`src/rtl/card_dealer_if.sv`:
```
// Request/result bundle between the round controller and the card dealer.
// The controller side is the master; the dealer is the slave.
interface card_dealer_if;
  logic       new_hand;
  logic       deal_req;
  logic [1:0] deal_count;
  logic [5:0] rng_in;
  logic [5:0] card;
  logic       card_valid;
  logic [5:0] cards_dealt;
  logic       busy;
  logic       done;
  logic       err_empty;

  modport master (
    output new_hand, deal_req, deal_count, rng_in,
    input  card, card_valid, cards_dealt, busy, done, err_empty
  );

  modport slave (
    input  new_hand, deal_req, deal_count, rng_in,
    output card, card_valid, cards_dealt, busy, done, err_empty
  );
endinterface

```
`src/rtl/card_dealer.sv`:
```
// Deals unique cards from a DECK_SIZE deck using PRNG draws, falling back to
// a linear bitmap scan after MAX_TRIES consecutive rejected draws.
module card_dealer #(
  parameter int unsigned DECK_SIZE = 52,
  parameter int unsigned MAX_TRIES = 255
) (
  input logic          clk,
  input logic          reset_d,
  card_dealer_if.slave bus
);
  localparam int unsigned CW   = 6;
  localparam int unsigned TW   = 8;
  localparam int unsigned MAPW = 1 << CW;
  localparam logic [CW-1:0] DECK_CODE = CW'(DECK_SIZE);
  localparam logic [TW-1:0] TRY_LIMIT = TW'(MAX_TRIES);

  typedef enum logic [2:0] {
    S_IDLE, S_DRAW, S_CHECK, S_SCAN, S_EMIT, S_DONE
  } state_t;

  state_t state, state_nxt;

  // Bitmap is padded to the full code space so any 6-bit draw indexes safely.
  logic [MAPW-1:0] used, used_nxt;
  logic [CW-1:0]   cand, cand_nxt;
  logic [CW-1:0]   ptr, ptr_nxt;
  logic [CW-1:0]   card_q, card_nxt;
  logic [CW-1:0]   dealt_q, dealt_nxt;
  logic [TW-1:0]   tries, tries_nxt;
  logic [1:0]      remaining, remaining_nxt;
  logic            valid_q, valid_nxt;
  logic            busy_q, busy_nxt;
  logic            done_q, done_nxt;
  logic            err_q, err_nxt;

  logic            deck_full;
  logic            hit;
  logic            scan_free;
  logic [TW-1:0]   tries_inc;
  logic            emit;
  logic [CW-1:0]   pick;

  assign deck_full = (dealt_q == DECK_CODE);
  assign hit       = (cand < DECK_CODE) && !used[cand];
  assign scan_free = !used[ptr];
  assign tries_inc = tries + TW'(1);

  assign bus.card        = card_q;
  assign bus.card_valid  = valid_q;
  assign bus.cards_dealt = dealt_q;
  assign bus.busy        = busy_q;
  assign bus.done        = done_q;
  assign bus.err_empty   = err_q;

  // State register
  always_ff @(posedge clk or posedge reset_d) begin
    if (reset_d) state <= S_IDLE;
    else         state <= state_nxt;
  end

  // Next-state logic; new_hand overrides everything
  always_comb begin
    state_nxt = state;
    if (bus.new_hand) begin
      state_nxt = S_IDLE;
    end else begin
      case (state)
        S_IDLE:  if (bus.deal_req)
                   state_nxt = (bus.deal_count != 2'd0) ? S_DRAW : S_DONE;
        S_DRAW:  state_nxt = deck_full ? S_DONE : S_CHECK;
        S_CHECK: if (hit)                         state_nxt = S_EMIT;
                 else if (tries_inc == TRY_LIMIT) state_nxt = S_SCAN;
                 else                             state_nxt = S_DRAW;
        S_SCAN:  if (scan_free) state_nxt = S_EMIT;
        S_EMIT:  state_nxt = (remaining == 2'd0) ? S_DONE : S_DRAW;
        S_DONE:  state_nxt = S_IDLE;
        default: state_nxt = S_IDLE;
      endcase
    end
  end

  // Datapath and registered-output next values
  always_comb begin
    used_nxt      = used;
    cand_nxt      = cand;
    ptr_nxt       = ptr;
    tries_nxt     = tries;
    remaining_nxt = remaining;
    card_nxt      = card_q;
    dealt_nxt     = dealt_q;
    valid_nxt     = 1'b0;
    busy_nxt      = busy_q;
    done_nxt      = 1'b0;
    err_nxt       = err_q;
    emit          = 1'b0;
    pick          = cand;
    if (bus.new_hand) begin
      used_nxt      = '0;
      ptr_nxt       = '0;
      tries_nxt     = '0;
      remaining_nxt = '0;
      dealt_nxt     = '0;
      busy_nxt      = 1'b0;
      err_nxt       = 1'b0;
    end else begin
      case (state)
        S_IDLE: if (bus.deal_req) begin
          if (bus.deal_count != 2'd0) begin
            remaining_nxt = bus.deal_count;
            busy_nxt      = 1'b1;
          end else begin
            done_nxt = 1'b1;
          end
        end
        S_DRAW: if (deck_full) begin
          err_nxt  = 1'b1;
          done_nxt = 1'b1;
        end else begin
          cand_nxt = bus.rng_in;
        end
        S_CHECK: if (hit) begin
          emit = 1'b1;
        end else if (tries_inc == TRY_LIMIT) begin
          tries_nxt = '0;
          ptr_nxt   = '0;
        end else begin
          tries_nxt = tries_inc;
        end
        S_SCAN: if (scan_free) begin
          emit = 1'b1;
          pick = ptr;
        end else begin
          ptr_nxt = ptr + CW'(1);
        end
        S_EMIT: if (remaining == 2'd0) done_nxt = 1'b1;
        S_DONE: busy_nxt = 1'b0;
        default: ;
      endcase
      // The card is presented in the EMIT cycle, so it is loaded on entry
      if (emit) begin
        used_nxt[pick] = 1'b1;
        cand_nxt       = pick;
        card_nxt       = pick;
        valid_nxt      = 1'b1;
        tries_nxt      = '0;
        dealt_nxt      = deck_full ? dealt_q : dealt_q + CW'(1);
        remaining_nxt  = remaining - 2'd1;
      end
    end
  end

  // Datapath registers
  always_ff @(posedge clk or posedge reset_d) begin
    if (reset_d) begin
      used      <= '0;
      cand      <= '0;
      ptr       <= '0;
      tries     <= '0;
      remaining <= '0;
      card_q    <= '0;
      dealt_q   <= '0;
      valid_q   <= 1'b0;
      busy_q    <= 1'b0;
      done_q    <= 1'b0;
      err_q     <= 1'b0;
    end else begin
      used      <= used_nxt;
      cand      <= cand_nxt;
      ptr       <= ptr_nxt;
      tries     <= tries_nxt;
      remaining <= remaining_nxt;
      card_q    <= card_nxt;
      dealt_q   <= dealt_nxt;
      valid_q   <= valid_nxt;
      busy_q    <= busy_nxt;
      done_q    <= done_nxt;
      err_q     <= err_nxt;
    end
  end
endmodule

```
`src/flat_wrapper.sv`:
```
// flat-port wrapper written by rule: the top's interface ports become plain ports
module card_dealer_flat 
#(
  parameter int unsigned DECK_SIZE = 52,
  parameter int unsigned MAX_TRIES = 255
)
  (clk, reset_d, bus_new_hand, bus_deal_req, bus_deal_count, bus_rng_in, bus_card, bus_card_valid, bus_cards_dealt, bus_busy, bus_done, bus_err_empty);
  card_dealer_if bus_i ();
  input logic clk;
  input logic reset_d;
  input wire logic [$bits(bus_i.new_hand)-1:0] bus_new_hand;
  input wire logic [$bits(bus_i.deal_req)-1:0] bus_deal_req;
  input wire logic [$bits(bus_i.deal_count)-1:0] bus_deal_count;
  input wire logic [$bits(bus_i.rng_in)-1:0] bus_rng_in;
  output wire logic [$bits(bus_i.card)-1:0] bus_card;
  output wire logic [$bits(bus_i.card_valid)-1:0] bus_card_valid;
  output wire logic [$bits(bus_i.cards_dealt)-1:0] bus_cards_dealt;
  output wire logic [$bits(bus_i.busy)-1:0] bus_busy;
  output wire logic [$bits(bus_i.done)-1:0] bus_done;
  output wire logic [$bits(bus_i.err_empty)-1:0] bus_err_empty;
  assign bus_i.new_hand = bus_new_hand;
  assign bus_i.deal_req = bus_deal_req;
  assign bus_i.deal_count = bus_deal_count;
  assign bus_i.rng_in = bus_rng_in;
  assign bus_card = bus_i.card;
  assign bus_card_valid = bus_i.card_valid;
  assign bus_cards_dealt = bus_i.cards_dealt;
  assign bus_busy = bus_i.busy;
  assign bus_done = bus_i.done;
  assign bus_err_empty = bus_i.err_empty;
  card_dealer #(.DECK_SIZE(DECK_SIZE), .MAX_TRIES(MAX_TRIES)) u_core (.clk(clk), .reset_d(reset_d), .bus(bus_i));
endmodule
```
`config.mk`:
```
export PLATFORM = sky130hd
export DESIGN_NAME = card_dealer_flat
export DESIGN_NICKNAME = d
export VERILOG_FILES = /design/src/rtl/card_dealer_if.sv /design/src/rtl/card_dealer.sv /design/src/flat_wrapper.sv
export SDC_FILE = /design/constraint.sdc
export NUM_CORES = 1
export LEC_CHECK = 0
export CAP_MARGIN = 20
export CELL_PAD_IN_SITES_DETAIL_PLACEMENT = 1
export CELL_PAD_IN_SITES_GLOBAL_PLACEMENT = 2
export CORE_UTILIZATION = 35
export CTS_BUF_LIST = sky130_fd_sc_hd__clkbuf_8
export CTS_CLUSTER_DIAMETER = 200
export DETAILED_ROUTE_END_ITERATION = 12
export PLACE_DENSITY = 0.75
export RECOVER_POWER = 50
export SYNTH_ARGS = -nofsm -noshare
export SYNTH_HDL_FRONTEND = slang
export SYNTH_SLANG_ARGS = --single-unit
```
`constraint.sdc`:
```
create_clock -name clk -period 4.35 [get_ports clk]
set_clock_uncertainty 0.2 [all_clocks]
set_input_delay 0.6525 -clock clk [delete_from_list [all_inputs] [get_ports clk]]
set_output_delay 0.6525 -clock clk [all_outputs]
set_load 0.02 [all_outputs]
```
==> impl_metrics.yaml, run 1 <==
synth:
  yosys.area.top_type: "dfrtp_1"
  synth_common_cells: "dfrtp_1 (105), o2bb2ai_1 (43), nand2_1 (34), nor2_1 (34), mux2i_1 (33)"
  async_flop_share: 1.00
  ys_types: 72
  synth-seq-cells: 105
  syn_area_per_cell_sq_um: 10.8
  synth_ff_type: "dfrtp_1"
  synth_top_area_share: 0.432
  synth_edf_count: 0
  netlist_instances: 565
  yosysMostFrequentCell: "dfrtp_1"
  syn-cell-area_sq_um: 6080
  syn-num-nets: 583
  synth_warnings: 0
  synth_seq_area_share: 0.432
  synth_area_leaders: "dfrtp_1 (43%), o2bb2ai_1 (6.2%), mux2i_1 (5.4%)"
die:
  fp.coreArea_sq_um: 16800
  initial_core_util: 0.363
  io_pins: 28
  dieArea_sq_um: 17900
  fp.dieW_um: 134
  num_rows: 47
  die_y_um: 134
worst_setup_path:
  max_stage_delay_ns: 0.60
  cp_max_fo: 23
  endpoint_kind: "register"
  path_cells: "mux4_1 -> mux2_2 -> a2111oi_0 -> buf_4 -> o311ai_1 -> mux2_4 -> buf_4 -> and3_1 -> o211ai_2 -> o2bb2ai_1"
  cp_num_buf_inv: 2
  crit_path_frequent_cell: "buf_4"
  crit_type: "reg -> reg"
  crit_arrival_ns: 4.07
  cpLargestDelayFamily: "multiplexers"
  critPathSlowestCell: "mux4_1"
  start_kind: "register"
  critPathRequiredTime_ns: 4.42
sta:
  fmax_ghz: 0.250
  finalSetupViolCount: 0
  worstMarginPinSlew_ns: 2.00
  fin_crit_sh: 0.920
  min_period_ns: 4.00
  maxSlewViolCount: 75
  rsz0062_at_grt: "false"
  setup_tns_ns: 0
  max-slew-margin-rel: -0.339
  hold_violations: 0
global_routing:
  grt_pass1_vias: 5102
  grt_max_degree: 45
  grt-ovfl-total: 0
  grt_use_total: 0.226
  grt_antenna_before_repair: 0
  grt_first_pass_wirelength_um: 30600
placed_design:
  place_inst: 793
  dpl.hpwl_um: 13800
  io_buffers: 27
  gp_congestion: 0.896
final_layout:
  nets: 603
  final_cells: 810
  layout-drive-gt1-share: 0.151
  num_antenna_cells: 0
  syn_to_final_growth_pct: 12.3
  final_core_util: 0.407
outcome:
  violations: "capacitance limit, slew limit"
  status: "finished with violations"
power:
  power_frac_clock: 0.240
  p_seq_frac: 0.419
  power_frac_comb: 0.341
  intPower_mw: 1.74
  powerDensity_nw_per_um2: 417
  switching_share: 0.388
  p_switching_mw: 1.10
  ir_drop_mv: 0.163
  p_leak_nw: 2.75
detailed_routing:
  first_pass_iters: 4
  vias_per_cell: 5.99
  detail-route-antenna-nets: 0
  routed_wl_um: 19000
  drtIter0Drc: 269
  wire_per_inst_um: 23.4
  drc_errors: 0
  num_vias: 4855
clock_tree:
  clk_path_buf_depth: 2
  cts-buffers-inserted: 9
  clock-sinks: 105
  hold_buffers: 0
  cts_tree: "built"
  worstSkewPairLatency_ns: 0.40
  htreeDepth: 3
  clk_pin_slew_ns: 0.10
  clockRootBuffer: "clkbuf_8"
hold_path:
  hold_path_class: "reg -> reg"
job:
  maxCapViolCount: 2
## per-layer routing
metal,share of wire,track usage
met2,0.47,0.362
met4,0.023,0.0751
met3,0.046,0.0438
met5,0,0
met1,0.46,0.305
## power groups by stage
| stage | logic, mW | clock network [mW] | registers, mW |
|---|---|---|---|
| 4_1_cts | 0.980 | 0.706 | 1.19 |
| 3_3_place_gp | 0.964 | 0 | 1.21 |
| 2_1_floorplan | 0.649 | 0 | 1.15 |
| 6_report | 0.971 | 0.683 | 1.19 |
| 5_1_grt | 1.04 | 0.740 | 1.20 |
| 3_5_place_dp | 0.975 | 0 | 1.21 |
## final timing paths
kind,startpoint,end,slack (ns),depth (start not counted)
worst max-delay path,u_core.ptr[0],u_core.used[23],0.35,10
worst min-delay path,u_core.used[58],u_core.used[58],0.30,1
worst max register to register,u_core.ptr[0],u_core.used[23],0.35,10
worst min register to register,u_core.used[58],u_core.used[58],0.30,1
max in group asynchronous,reset_d,u_core.used[46],0.80,3
min in group asynchronous,reset_d,u_core.bus.card[2],1.02,2
## layout make-up
type                    count  area, sq um
clock buffers               9          124
clock inverters             7         93.8
fillers                  1848         9940
inverters                  18         68.8
multi-input cells         400         3180
flip-flops and latches    105         2630
well taps                 220          275
repair buffers             51          454
## registers in the layout (all words and copies together) (netlist names)
register / cells
u_core.bus.busy: 1
u_core.bus.card: 6
u_core.bus.card_valid: 1
u_core.bus.cards_dealt: 6
u_core.bus.done: 1
u_core.bus.err_empty: 1
u_core.cand: 6
u_core.ptr: 6
u_core.remaining: 2
u_core.state: 3
u_core.tries: 8
u_core.used: 64
## cells by family after synthesis
group,after synthesis,synth area share
compound gates,166,0.215
simple gates,153,0.135
flops,105,0.432
buf+inv,60,0.0453
fa+ha+maj,6,0.0124
xor+xnor,7,0.0101
mux,68,0.150
## layout by cell type, fill, tap and decap left out, types with 8 or more instances in the layout
master	instances
mux2_2	17
nor3_1	18
mux2i_1	33
nand3_1	11
nor2b_1	8
dfrtp_1	105
mux4_2	13
o2bb2ai_1	43
a21oi_1	18
nor2_1	34
inv_1	16
buf_4	20
o21ai_0	16
a22oi_1	13
a22o_1	19
nand2_1	34
clkdlybuf4s50_1	19
a32o_1	8
clkbuf_8	9
dlygate4sd3_1	8
## per-stage QoR
stage | setup WS (ns) | total power, mW | area, sq um | hold WS, ns
global route | 0.0905 | 2.99 | 6820 | 0.324
detailed placement | 0.256 | 2.18 | 6600 | 0.280
finish | 0.348 | 2.84 | 6820 | 0.301
global placement | 0.369 | 2.17 | 6600 | 0.273
CTS | 0.228 | 2.88 | 6820 | 0.307
floorplan | 0.737 | 1.80 | 6080 | 0.255
## timing repair
action / in CTS / in global routing
setup endpoints to repair: 0 / 9
gates resized for setup: 0 / 1
buffers inserted: 0 / 0
No activity file was read; power rests on OpenSTA's default activity.
==> inputs of run 2 (changes only) <==
--- a/config.mk
+++ b/config.mk
@@ -8,6 +8,7 @@
 export CAP_MARGIN = 20
 export CELL_PAD_IN_SITES_DETAIL_PLACEMENT = 1
 export CELL_PAD_IN_SITES_GLOBAL_PLACEMENT = 2
+export CORE_MARGIN = 3
 export CORE_UTILIZATION = 35
 export CTS_BUF_LIST = sky130_fd_sc_hd__clkbuf_8
 export CTS_CLUSTER_DIAMETER = 200
==> run 2 against run 1 <==
Net effect: the run still ends with capacitance limit, slew limit left; final cell count down 0.49%; clock power down 4.7%; hold slack lost 0.00073 ns; via count grew 1.3%; critical endpoint is now u_core.used[25]; largest cell class unchanged.
==> impl_metrics.yaml, run 2 (synthesis gave the netlist of run 1 again) <==
detailed_routing:
  wire_per_inst_um: 23.9
  routed_wl_um: 19300
  detail-route-antenna-nets: 0
  wl_met2_um: 8970
  vias_per_cell: 6.10
  drc_errors: 0
  met3WireLength_um: 1060
  top_layer: "met4"
  first_pass_iters: 5
  num_vias: 4917
  drtIter0Drc: 395
  drt-met1-wl_um: 8960
worst_setup_path:
  cp_num_buf_inv: 2
  path_cells: "buf_4 -> mux4_1 -> mux2_2 -> a2111oi_0 -> buf_4 -> o311ai_1 -> mux2_2 -> mux2i_1 -> nand2_1 -> o2bb2ai_1"
  cp_max_fo: 15
  cpLargestDelayFamily: "multiplexers"
  crit_arrival_ns: 4.20
  endpoint_kind: "register"
  crit_type: "reg -> reg"
  critPathRequiredTime_ns: 4.46
  max_stage_delay_ns: 0.57
  r2r_slack_ns: 0.26
  start_kind: "register"
  critPathSlowestCell: "mux4_1"
power:
  power_frac_comb: 0.337
  powerDensity_nw_per_um2: 412
  intPower_mw: 1.67
  power_frac_clock: 0.233
  p_leak_nw: 2.72
  p_seq_frac: 0.429
  ir_drop_mv: 0.174
  p_switching_mw: 1.12
  switching_share: 0.401
sta:
  worstMarginPinSlew_ns: 2.32
  setup_tns_ns: 0
  hold_violations: 0
  min_period_ns: 4.09
  worst_slack_ns: 0.259
  fmax_ghz: 0.244
  max-slew-margin-rel: -0.557
  maxSlewViolCount: 51
  fin_crit_sh: 0.941
  finalSetupViolCount: 0
  rsz0062_at_grt: "false"
die:
  fp.coreArea_sq_um: 16800
  fp.dieW_um: 138
  dieArea_sq_um: 19000
  io_pins: 28
  die_y_um: 138
  initial_core_util: 0.363
  num_rows: 47
global_routing:
  grt_use_total: 0.216
  grt_antenna_before_repair: 0
  grt-ovfl-total: 0
  grt_max_degree: 57
  grt_pass1_vias: 5149
  grt_first_pass_wirelength_um: 31000
clock_tree:
  cts_setup_buffers: 0
  clock-sinks: 105
  worstSkewPairLatency_ns: 0.40
  cts-buffers-inserted: 9
  cts_resized: 0
  clk_path_buf_depth: 2
  clk_pin_slew_ns: 0.10
  htreeDepth: 3
  cts_tree: "built"
  clockRootBuffer: "clkbuf_8"
  hold_buffers: 0
final_layout:
  largest_reg_flops: 64
  nets: 599
  layout-drive-gt1-share: 0.147
  num-fill-cells: 1855
  syn_to_final_growth_pct: 11.5
  num_antenna_cells: 0
  regMostFlops: "u_core.used"
  final_cell_mix: "dfrtp_1 (105), o2bb2ai_1 (43), nor2_1 (34), nand2_1 (34), mux2i_1 (33)"
  final_common_cell: "dfrtp_1"
  top_regs: "u_core.used x64, u_core.tries x8"
placed_design:
  dpl.hpwl_um: 13900
  pre_cts_ws_ns: 0.308
  io_buffers: 27
  gp_congestion: 0.898
job:
  maxCapViolCount: 1
hold_path:
  hold_path_class: "reg -> reg"
outcome:
  violations: "capacitance limit, slew limit"
  status: "finished with violations"
run 2: worst paths after layout:
kind | from | end | cells past startpoint
setup / recovery | u_core.ptr[0] | u_core.used[25] | 10
hold / removal | u_core.used[63] | u_core.used[63] | 1
setup reg to reg | u_core.ptr[0] | u_core.used[25] | 10
hold reg to reg | u_core.used[63] | u_core.used[63] | 1
max in group asynchronous | reset_d | u_core.used[16] | 3
min in group asynchronous | reset_d | u_core.bus.card[3] | 2
run 2: power by group through the flow:
stage | combinational [mW] | clock (mW) | sequential (mW)
4_1_cts | 0.945 | 0.674 | 1.19
3_3_place_gp | 0.931 | 0 | 1.21
6_report | 0.941 | 0.651 | 1.20
2_1_floorplan | 0.649 | 0 | 1.15
3_5_place_dp | 0.943 | 0 | 1.21
5_1_grt | 1.02 | 0.706 | 1.21
run 2: metal layers:
| layer | GRT usage | vias up |
|---|---|---|
| met5 | 0 | - |
| met4 | 0.0598 | 0 |
| met3 | 0.0475 | 22 |
| met2 | 0.332 | 148 |
| met1 | 0.308 | 2565 |
| li1 | - | 2182 |
run 2: cell type report:
class	count	area (sq um)	area share
clock inverter	7	77.6	0.0114
timing repair buffer	47	430	0.0635
tap	220	275	0.0406
clock buffer	9	124	0.0183
sequential	105	2630	0.388
inverter	18	68.8	0.0102
multi-input combinational	400	3170	0.468
run 2: stage by stage:
| step | cell area (sq um) | power [mW] | util | hold WS, ns | instances |
|---|---|---|---|---|---|
| floorplan | 6080 | 1.80 | - | 0.255 | 565 |
| global placement | 6590 | 2.14 | 0.393 | 0.273 | 790 |
| detailed placement | 6590 | 2.16 | 0.393 | 0.277 | 790 |
| CTS | 6790 | 2.81 | 0.405 | 0.310 | 806 |
| global route | 6780 | 2.94 | 0.404 | 0.319 | 806 |
| finish | 6780 | 2.79 | 0.404 | 0.300 | 806 |
==> inputs of run 3 (changes only) <==
--- a/config.mk
+++ b/config.mk
@@ -10,9 +10,9 @@
 export CELL_PAD_IN_SITES_GLOBAL_PLACEMENT = 2
 export CORE_MARGIN = 3
 export CORE_UTILIZATION = 35
-export CTS_BUF_LIST = sky130_fd_sc_hd__clkbuf_8
 export CTS_CLUSTER_DIAMETER = 200
 export DETAILED_ROUTE_END_ITERATION = 12
+export HOLD_SLACK_MARGIN = 0.08
 export PLACE_DENSITY = 0.75
 export RECOVER_POWER = 50
 export SYNTH_ARGS = -nofsm -noshare
==> run 3 against run 2 <==
Net effect: the flow still finishes with violations (capacitance limit, slew limit); die area did not move; global-route usage fell by 0.074 points; final cell count did not move; count of clock-buffer cells in the layout rose by 1; first-iteration DRC count rose by 5.1%; combinational power rose by 0.4%; clock power rose by 31%; critical path type unchanged.
==> impl_metrics.yaml, run 3 (synthesis gave the netlist of run 1 again) <==
final_layout:
  num_antenna_cells: 0
  num-fill-cells: 1840
  layout-drive-gt1-share: 0.147
  largest_reg_flops: 64
  final_cells: 806
  syn_to_final_growth_pct: 13.4
  multiInputGateArea_sq_um: 3170
  seq_area_sq_um: 2630
  regMostFlops: "u_core.used"
  final_common_cell: "dfrtp_1"
  final_cell_mix: "dfrtp_1 (105), o2bb2ai_1 (43), nor2_1 (34), nand2_1 (34), mux2i_1 (33)"
  nets: 599
  top_regs: "u_core.used x64, u_core.tries x8"
die:
  fp.dieW_um: 138
  dieArea_sq_um: 19000
  fp.coreArea_sq_um: 16800
  die_y_um: 138
  num_rows: 47
  io_pins: 28
  initial_core_util: 0.363
worst_setup_path:
  critPathRequiredTime_ns: 4.41
  max_stage_delay_ns: 0.57
  reg2reg_depth: 10
  path_cells: "buf_4 -> mux4_1 -> mux2_2 -> a2111oi_0 -> buf_4 -> o311ai_1 -> mux2_2 -> mux2i_1 -> nand2_1 -> o2bb2ai_1"
  critPathSlowestCell: "mux4_1"
  r2r_slack_ns: 0.29
  crit_type: "reg -> reg"
  crit_arrival_ns: 4.13
  start_kind: "register"
  endpoint_kind: "register"
  cp_max_fo: 15
detailed_routing:
  drc_errors: 0
  first_pass_iters: 5
  drtIter0Drc: 415
  num_vias: 4907
  wire_per_inst_um: 23.9
  routed_wl_um: 19300
  detail-route-antenna-nets: 0
  vias_per_cell: 6.09
clock_tree:
  clk_path_buf_depth: 2
  cts_setup_buffers: 0
  cts_tree: "built"
  clk_pin_slew_ns: 0.07
  worstSkewPairLatency_ns: 0.35
  clockRootBuffer: "clkbuf_16"
  htreeDepth: 3
  clock-sinks: 105
  hold_buffers: 0
  cts_resized: 0
  cts-buffers-inserted: 9
hold_path:
  whs_path_depth: 1
  hold_path_class: "reg -> reg"
sta:
  hold_violations: 0
  rsz0062_at_grt: "false"
  min_period_ns: 4.06
  setup_tns_ns: 0
  maxSlewViolCount: 50
  fin_crit_sh: 0.934
  fmax_ghz: 0.246
  worstMarginPinSlew_ns: 2.39
  finalSetupViolCount: 0
  max-slew-margin-rel: -0.601
placed_design:
  gp_congestion: 0.898
  io_buffers: 27
  dpl.hpwl_um: 13900
  place_inst: 790
job:
  maxCapViolCount: 1
global_routing:
  grt_max_degree: 57
  grt_pass1_vias: 5185
  grt_first_pass_wirelength_um: 31100
  grt_antenna_before_repair: 0
  grt_use_total: 0.215
  grt-ovfl-total: 0
power:
  ir_drop_mv: 0.230
  powerDensity_nw_per_um2: 434
  p_leak_nw: 2.77
outcome:
  violations: "capacitance limit, slew limit"
  status: "finished with violations"
[run 3: area by class of cell]
cell class	count	area share
multi-input combinational	400	0.460
tap	220	0.0399
clock buffer	10	0.0332
inverter	18	0.00998
sequential	105	0.381
clock inverter	6	0.0107
timing repair buffer	47	0.0646
[run 3: final timing paths]
path,endpoint,startpoint
max reg2reg,u_core.used[25],u_core.ptr[0]
max in group asynchronous,u_core.used[20],reset_d
min in group asynchronous,u_core.bus.card[3],reset_d
min,u_core.used[63],u_core.used[63]
max,u_core.used[25],u_core.ptr[0]
min reg2reg,u_core.used[63],u_core.used[63]
[run 3: per-stage QoR]
step | hold slack, ns | setup WS, ns | util | area (sq um) | power [mW]
after floorplan | 0.255 | 0.737 | - | 6080 | 1.80
after global placement | 0.273 | 0.453 | 0.393 | 6590 | 2.14
after detailed placement | 0.277 | 0.308 | 0.393 | 6590 | 2.16
after CTS | 0.298 | 0.264 | 0.411 | 6900 | 3.01
after global routing | 0.309 | 0.102 | 0.411 | 6890 | 3.15
final | 0.293 | 0.288 | 0.411 | 6890 | 2.99
[run 3: where the power goes]
group,switching [mW],internal [mW]
Combinational,0.591,0.353
Clock,0.395,0.456
Sequential,0.149,1.05
Total,1.14,1.86
[run 3: critical path, delay by kind of cell (launching register included)]
family                 cells  cell delay, ns
multiplexers               4            1.82
AND/OR/NAND/NOR            1            0.35
AO/OA/AOI/OAI              3            0.84
flip-flops                 1            0.35
buffers and inverters      2            0.40
[run 3: metal layers]
metal	global-route usage	vias to the layer above	share of wire
met5	0	-	0
met4	0.0510	0	0.014
met3	0.0486	23	0.055
met2	0.330	148	0.46
met1	0.310	2558	0.47
li1	-	2178	-
